<file path="config.mk">
export PLATFORM = sky130hd
export DESIGN_NAME = fetch_ctrl
export DESIGN_NICKNAME = d
export VERILOG_FILES = /design/src/rtl/cpu_defs.sv /design/src/rtl/ifu.sv /design/src/rtl/fetch_ctrl.sv
export SDC_FILE = /design/constraint.sdc
export NUM_CORES = 1
export LEC_CHECK = 0
export ABC_AREA = 1
export CORE_MARGIN = 2
export CORE_UTILIZATION = 50
export DETAILED_ROUTE_END_ITERATION = 10
export PLACE_DENSITY = 0.92
export SLEW_MARGIN = 20
export SYNTH_ARGS = -nofsm -noshare
export SYNTH_HDL_FRONTEND = slang
export SYNTH_SLANG_ARGS = --single-unit
</file>
<file path="constraint.sdc">
create_clock -name clk -period 4.2 [get_ports clk]
set_input_delay 0.42 -clock clk [delete_from_list [all_inputs] [get_ports clk]]
set_output_delay 0.42 -clock clk [all_outputs]
set_load 0.01 [all_outputs]
</file>
<file path="src/rtl/cpu_defs.sv">
// rtl/cpu_defs.sv - shared constants and types for the MIPS fetch stage
package cpu_defs;
   localparam logic [31:0] RESET_PC_DEF = 32'h0000_3000;
   localparam logic [31:0] IM_BASE_DEF  = 32'h0000_3000;

   localparam logic [1:0]  REDIR_BR = 2'd0;
   localparam logic [1:0]  REDIR_J  = 2'd1;
   localparam logic [1:0]  REDIR_JR = 2'd2;

   localparam logic [31:0] NOP = 32'h0;

   typedef enum logic {
      ST_RUN  = 1'b0,
      ST_HALT = 1'b1
   } fetch_state_t;
endpackage

</file>
<file path="src/rtl/ifu.sv">
// rtl/ifu.sv - PC+4 incrementer for the fetch stage
module ifu (
   input  logic [31:0] i_pc,
   output logic [31:0] o_pc4
);
   assign o_pc4 = i_pc + 32'd4;
endmodule

</file>
<file path="src/rtl/fetch_ctrl.sv">
// rtl/fetch_ctrl.sv - fetch-stage controller: PC register, next-PC select, IF/ID register, fault halt
module fetch_ctrl
   import cpu_defs::*;
#(
   parameter logic [31:0] RESET_PC = RESET_PC_DEF,
   parameter logic [31:0] IM_BASE  = IM_BASE_DEF,
   parameter int          IM_AW    = 10
) (
   input  logic             clk,
   input  logic             reset,
   input  logic             stall_d,
   input  logic             redirect_valid,
   input  logic [1:0]       redirect_kind,
   input  logic [25:0]      imm26,
   input  logic [31:0]      rs_value,
   output logic [IM_AW-1:0] imem_addr,
   input  logic [31:0]      imem_rdata,
   output logic [31:0]      pc_f,
   output logic [31:0]      instr_d,
   output logic [31:0]      pc_d,
   output logic [31:0]      pc8_d,
   output logic             valid_d,
   output logic             halted,
   output logic [31:0]      fault_pc,
   output logic [31:0]      fetch_count
);
   localparam logic [32:0] IM_BYTES = 33'd4 << IM_AW;

   fetch_state_t r_state;
   logic [31:0]  r_pc_f, r_instr_d, r_pc_d, r_pc8_d, r_fault_pc, r_fetch_count;
   logic         r_valid_d, r_halted;

   logic [31:0]  w_seq, w_pc_off, w_br_tgt, w_target, w_tgt_off;
   logic         w_legal, w_unused;

   ifu u_ifu (
      .i_pc  (r_pc_f),
      .o_pc4 (w_seq)
   );

   assign w_pc_off  = r_pc_f - IM_BASE;
   assign imem_addr = w_pc_off[IM_AW+1:2];
   assign w_unused  = ^{w_pc_off[1:0], w_pc_off[31:IM_AW+2]};

   assign w_br_tgt = r_pc_d + 32'd4 + {{14{imm26[15]}}, imm26[15:0], 2'b00};

   always_comb begin
      w_target = w_seq;
      if (redirect_valid) begin
         case (redirect_kind)
            REDIR_J:  w_target = {r_pc_d[31:28], imm26, 2'b00};
            REDIR_JR: w_target = rs_value;
            default:  w_target = w_br_tgt;
         endcase
      end
   end

   // Offset compare keeps the upper bound correct even if the window touches 2^32.
   assign w_tgt_off = w_target - IM_BASE;
   assign w_legal   = (w_target[1:0] == 2'b00) && (w_target >= IM_BASE) &&
                      ({1'b0, w_tgt_off} < IM_BYTES);

   always_ff @(posedge clk) begin
      if (reset) begin
         r_state       <= ST_RUN;
         r_pc_f        <= RESET_PC;
         r_instr_d     <= NOP;
         r_pc_d        <= 32'd0;
         r_pc8_d       <= 32'd8;
         r_valid_d     <= 1'b0;
         r_halted      <= 1'b0;
         r_fault_pc    <= 32'd0;
         r_fetch_count <= 32'd0;
      end else begin
         case (r_state)
            ST_RUN: begin
               if (!stall_d) begin
                  // The current word is accepted even when the next target faults.
                  r_instr_d     <= imem_rdata;
                  r_pc_d        <= r_pc_f;
                  r_pc8_d       <= r_pc_f + 32'd8;
                  r_valid_d     <= 1'b1;
                  r_fetch_count <= r_fetch_count + 32'd1;
                  if (w_legal) begin
                     r_pc_f <= w_target;
                  end else begin
                     r_state    <= ST_HALT;
                     r_halted   <= 1'b1;
                     r_fault_pc <= w_target;
                  end
               end
            end
            ST_HALT: begin
               r_instr_d <= NOP;
               r_valid_d <= 1'b0;
            end
            default: r_state <= ST_HALT;
         endcase
      end
   end

   assign pc_f        = r_pc_f;
   assign instr_d     = r_instr_d;
   assign pc_d        = r_pc_d;
   assign pc8_d       = r_pc8_d;
   assign valid_d     = r_valid_d;
   assign halted      = r_halted;
   assign fault_pc    = r_fault_pc;
   assign fetch_count = r_fetch_count;
endmodule

</file>
==> results.toml, run 1 <==
[cts]
postCtsSetupRepairBufs = 0
cts_tree = "yes"
cts_num_sinks = 192
clockBufferDepth = 2
cts-resized-gates = 0
root_buffer = "clkbuf_16"
postCtsHoldBufs = 0
worstSkewPairLatency_ns = 0.45
htree_levels = 4
cts_buffers = 17
clkTransAtPathRegs_ns = 0.09

[routing]
detail-route-antenna-nets = 0
viasPerCell = 5.531
drt_wl_total_um = 46340
wl_per_cell_um = 18.02
drc = 0
drt_iter0_drc = 1510
firstDrtPassIters = 6
dr_total_vias = 14225

[grt]
antenna_found_initial = 0
grt_pass1_wl_um = 71590
grt_pass1_vias = 13440
grt_usage_pct = 34.99
grt_max_degree = 85
grt-ovfl-total = 0

[outcome]
outcome = "complete, no violations"

[floorplanning]
io_pins = 300
die_y_um = 160.9
core_area_mm2 = 0.02425
rows = 57
die-area_mm2 = 0.02588
die_w_um = 160.9
start_util_pct = 50.74

[sta]
finalCriticalPeriod_ns = 3.953
period_share_pct = 94.12
setup_violations = 0
fin_ws_ns = 0.2469
relSlewSlack_pct = 43.48
rsz0062_at_grt = "false"
skew_ns = 0.01744
hold_viol = 0
max_freq_mhz = 253.0
worstMarginPinSlew_ns = 0.8478
finalMaxSlewViolations = 0

[place]
place_ws_ns = -0.09750
post-dp-hpwl_um = 36380
io_buffers = 299
gp_congestion = 1.016
dpl_cell_area_mm2 = 0.01595

[yosys]
synth_compound_area_share_pct = 12.51
yosysSeqAreaShare_pct = 31.24
ys_warn_count = 0
synthCells = 1921
yosys.area_share.simple_pct = 36.42
ys_seq_elements = 192
synth_top_family_by_area = "simple AND/OR/NAND/NOR gates"
synth_area_mm2 = 0.01230
synthXorXnorAreaFrac_pct = 1.922
synthFlopType = "dfxtp_1"
synth_area_leaders = "dfxtp_1, nand2_1, inv_1, nand3_1, nor2_1"
synth_mux_area_share_pct = 0
yosys.area.top_type_share_pct = 31.24
postSynthNetCount = 2080
synthAdderAreaFrac_pct = 6.467
synth_top_area_cell = "dfxtp_1"
synth_area_per_cell_um2 = 6.405
synth_edf_count = 0
async_reset_ff_share_pct = 0
ys_types = 54

[cells_and_area]
layout.nets = 2394
num_antenna_cells = 0
drive_above_1_share_pct = 8.808
areaGrowthSynthToFinish_pct = 35.01
stdcell_area_mm2 = 0.01661

[pwr]
ir_drop_mv = 0.2746
powerDensity_mw_per_mm2 = 295.7
leakagePower_nw = 7.688

[setup_path]
criticalPathCategory = "in -> reg"
cp-start-kind = "primary input"
crit_path_end_kind = "register"
cp_max_fo = 40
cp.required_ns = 4.57
worstPathArrival_ns = 4.33
regToRegSetupSlack_ns = 0.26

[min_path]
hold_class = "reg -> reg"

[job]
maxCapViolations = 0
through the flow:
step | TNS, ns | total power, mW | instances | util, % | hold WS, ns
finish | 0 | 4.912 | 2572 | 68.51 | 0.4663
global route | 0 | 5.117 | 2572 | 68.51 | 0.4848
CTS | 0 | 4.898 | 2572 | 68.47 | 0.4694
detailed placement | -2.513 | 3.150 | 2540 | 65.77 | 0.4559
global placement | -1.674 | 3.133 | 2540 | 65.77 | 0.4384
floorplan | 0 | 2.596 | 1921 | - | 0.4690
critical path, cell delays in order:
cell and delay [ns]:
clkdlybuf4s50_1 0.48, ha_1 0.33, ha_1 0.36, nand2_1 0.12, buf_4 0.16, nor2_2 0.18
nand3_1 0.13, nand3_1 0.10, nand3_1 0.08, nand2_1 0.11, nand2_1 0.11, nor2_2 0.15
nand2_1 0.15, inv_1 0.16, nand2_2 0.10, nand2_1 0.09, nand2_1 0.06, nor2_1 0.14
nand3_1 0.13, nor2_4 0.16, nand3_2 0.11, buf_12 0.21, nand2_1 0.08, nand2_1 0.05
nor2_1 0.13
registers in the layout, summed over array words and instances (netlist names):
| signal | count |
|---|---|
| fault_pc | 32 |
| fetch_count | 32 |
| instr_d | 32 |
| pc_d | 32 |
| pc_f | 32 |
| pc8_d | 29 |
| halted | 1 |
| r_state | 1 |
| valid_d | 1 |
logic make-up (layout without fill, tap and decap cells):
family | count (synthesis) | in the layout
buffers and inverters | 348 | 675
XOR/XNOR | 27 | 27
adder cells (fa/ha/maj) | 63 | 63
AND/OR/NAND/NOR | 1032 | 1032
AO/OA/AOI/OAI | 259 | 259
flip-flops | 192 | 192
synthesized netlist by cell type, types with 4 or more instances:
library cell,number
nand2_1,495
inv_1,246
nor2_1,228
dfxtp_1,192
nand3_1,174
a21oi_1,126
o21ai_0,65
ha_1,62
nor3_1,44
clkbuf_1,42
xor2_1,24
nand4_1,23
buf_2,18
buf_4,16
nand2_2,16
buf_1,14
a221o_1,13
a21oi_2,12
a221oi_1,10
nand3b_1,10
nor2_4,10
inv_2,9
nor4_1,9
nor2_2,7
a22oi_1,6
nand3_2,5
o211ai_1,4
cell type report:
cell class                 count  area (um2)
multi-input combinational   1381        7073
timing repair buffer         387        3674
tap                          324       405.4
clock inverter                15       229.0
inverter                     256       962.2
clock buffer                  17       425.4
sequential                   192        3844
fill                        2088        7636
layer usage:
layer / track usage (%) / vias up / wire, um
li1: - / 6840 / -
met1: 43.17 / 6507 / 18200
met2: 58.19 / 738 / 21170
met3: 7.722 / 140 / 4698
met4: 16.36 / 0 / 2266
met5: 0 / - / 0
where the power goes:
part           switching [mW]  leakage (nW)  internal, mW
combinational           0.680          5.81         0.513
clock                   0.919         0.315         0.853
sequential             0.0593          1.57          1.89
worst paths after layout:
check             depth (start not counted)  startpoint    endpoint
setup / recovery                         25    imm26[9]     pc_f[6]
hold / removal                            2  instr_d[5]  instr_d[5]
setup reg to reg                         26    pc_d[12]     pc_f[6]
hold reg to reg                           2  instr_d[5]  instr_d[5]
cells in the final DEF (no fill, tap or decap), types with 11 or more instances in the layout:
cell type and count:
nor2_1 226, a221o_1 13, nand2_2 18, nor2_4 11
nor3_1 43, buf_4 86, a21oi_2 12, ha_1 62
nand4_1 23, dfxtp_1 192, a21oi_1 126, xor2_1 24
nand3_1 174, nand2_1 493, clkbuf_16 17, o21ai_0 65
inv_1 244, clkdlybuf4s50_1 298
No activity file was read; power rests on OpenSTA's default activity.
==> run 2: changes to the inputs <==
--- a/config.mk
+++ b/config.mk
@@ -10,6 +10,7 @@
 export CORE_UTILIZATION = 50
 export DETAILED_ROUTE_END_ITERATION = 10
 export PLACE_DENSITY = 0.92
+export REMOVE_ABC_BUFFERS = 1
 export SLEW_MARGIN = 20
 export SYNTH_ARGS = -nofsm -noshare
 export SYNTH_HDL_FRONTEND = slang
==> run 2 against run 1 <==
  * Routed wire length decreased by 3.8%
  * Clock-buffer cell count increased by 1
  * Non-clock buffer count decreased by 27
  * Setup slack improved by 0.034 ns
  * Utilization decreased by 0.86 points
  * Critical endpoint is now fault_pc[31]
==> results.toml, run 2 (synthesis results as in run 1) <==
[cts]
cts_buffers = 17
clockBufferDepth = 2
postCtsHoldBufs = 0
clkTransAtPathRegs_ns = 0.07
root_buffer = "clkbuf_16"
htree_levels = 4
cts-resized-gates = 0
cts_num_sinks = 192
cts_tree = "yes"
worstSkewPairLatency_ns = 0.44
postCtsSetupRepairBufs = 0

[cells_and_area]
drive_above_1_share_pct = 7.658
final_common_cell = "nand2_1"
multi_input_area_mm2 = 0.007079
num_antenna_cells = 0
stdcell_area_mm2 = 0.01640
areaGrowthSynthToFinish_pct = 33.32
fin_cells = 2544
regArea_mm2 = 0.003844
utilization_pct = 67.65
fillers = 2093
layout.nets = 2367
final_cell_mix = "nand2_1, clkdlybuf4s50_1, inv_1, nor2_1, dfxtp_1"

[floorplanning]
die_w_um = 160.9
die-area_mm2 = 0.02588
die_y_um = 160.9
io_pins = 300
core_area_mm2 = 0.02425
rows = 57
start_util_pct = 50.74

[sta]
setup_violations = 0
finalMaxSlewViolations = 0
timing.setup.tns_ns = 0
hold_viol = 0
period_share_pct = 93.31
worstMarginPinSlew_ns = 0.9499
finalCriticalPeriod_ns = 3.919
rsz0062_at_grt = "false"
holdWs_ns = 0.4619
max_freq_mhz = 255.2
relSlewSlack_pct = 36.58
skew_ns = 0.009970

[routing]
drc = 0
dr_total_vias = 14041
wl_per_cell_um = 17.52
drt_wl_total_um = 44570
viasPerCell = 5.519
drt_iter0_drc = 1404
firstDrtPassIters = 6
detail-route-antenna-nets = 0

[grt]
grt-ovfl-total = 0
antenna_found_initial = 0
grt_pass1_wl_um = 69080
grt_max_degree = 120
grt_usage_pct = 33.52
grt_pass1_vias = 13093

[place]
placed_cells = 2513
post-dp-hpwl_um = 33750
dpl_cell_area_mm2 = 0.01576
io_buffers = 299
gp_congestion = 1.013

[setup_path]
criticalPathCategory = "in -> reg"
r2r_start = "pc_d[11]"
cp_max_fo = 31
cp-start-kind = "primary input"
r2r_cells = 25
cp.required_ns = 4.57
r2r_end = "fault_pc[31]"
regToRegSetupSlack_ns = 0.37
worstPathArrival_ns = 4.29
crit_path_end_kind = "register"

[pwr]
ir_drop_mv = 0.2564
leakagePower_nw = 7.550
powerDensity_mw_per_mm2 = 294.4

[outcome]
outcome = "complete, no violations"

[min_path]
hold_class = "reg -> reg"
whs_endpoint = "instr_d[22]"
hp-start = "instr_d[22]"
hold_depth = 2

[job]
maxCapViolations = 0
[run 2: area by class of cell]
cell class / count / area share, %
Clock inverter: 13 / 1.129
Inverter: 256 / 5.865
Multi-Input combinational cell: 1381 / 43.15
Sequential cell: 192 / 23.43
Tap cell: 324 / 2.471
Timing Repair Buffer: 360 / 21.33
Clock buffer: 18 / 2.616
[run 2: stage by stage]
stage	setup WS [ns]	total power, mW
floorplan	-4.665	2.577
global placement	-0.1268	3.080
detailed placement	-0.09505	3.098
CTS	0.3126	4.811
global route	0.01434	5.020
finish	0.2809	4.830
[run 2: power breakdown]
| part | switching, mW | internal (mW) |
|---|---|---|
| clock network | 0.744 | 0.997 |
| registers | 0.0615 | 1.89 |
| logic | 0.655 | 0.485 |
[run 2: worst max-delay path, stage by stage]
cell and delay, ns:
clkdlybuf4s50_1 0.47, ha_1 0.32, ha_1 0.35, nand2_1 0.16
nor2_1 0.24, nand3_1 0.14, nand3_1 0.15, nand2_1 0.13
nand2_1 0.17, nand2_1 0.10, nand3_1 0.08, nand3_1 0.10
nand2_1 0.10, nand2_1 0.07, nand2_1 0.13, nand2_1 0.08
nor2_1 0.10, nand2_1 0.05, nand2_1 0.05, nand2_1 0.08
nor2_4 0.14, nand2_4 0.11, buf_12 0.19, nand3b_1 0.09
nand2_1 0.08, nor2_1 0.16
[run 2: worst max path at each step]
stage | startpoint | to | slack [ns] | depth (start not counted)
2_1_floorplan | stall_d | fetch_count[5] | -4.67 | 6
3_3_place_gp | imm26[15] | pc_f[8] | -0.13 | 25
3_5_place_dp | imm26[8] | pc_f[9] | -0.1 | 26
4_1_cts | imm26[8] | pc_f[2] | 0.31 | 26
5_1_grt | imm26[8] | fault_pc[27] | 0.01 | 26
6_report | imm26[8] | fault_pc[31] | 0.28 | 26
[run 2: per-layer routing]
layer,vias up,GRT usage [%],share of wire (%)
li1,6767,-,-
met1,6383,44.41,41
met4,0,13.72,3.9
met5,-,0,0
met2,779,54.04,45
met3,112,5.992,9.9
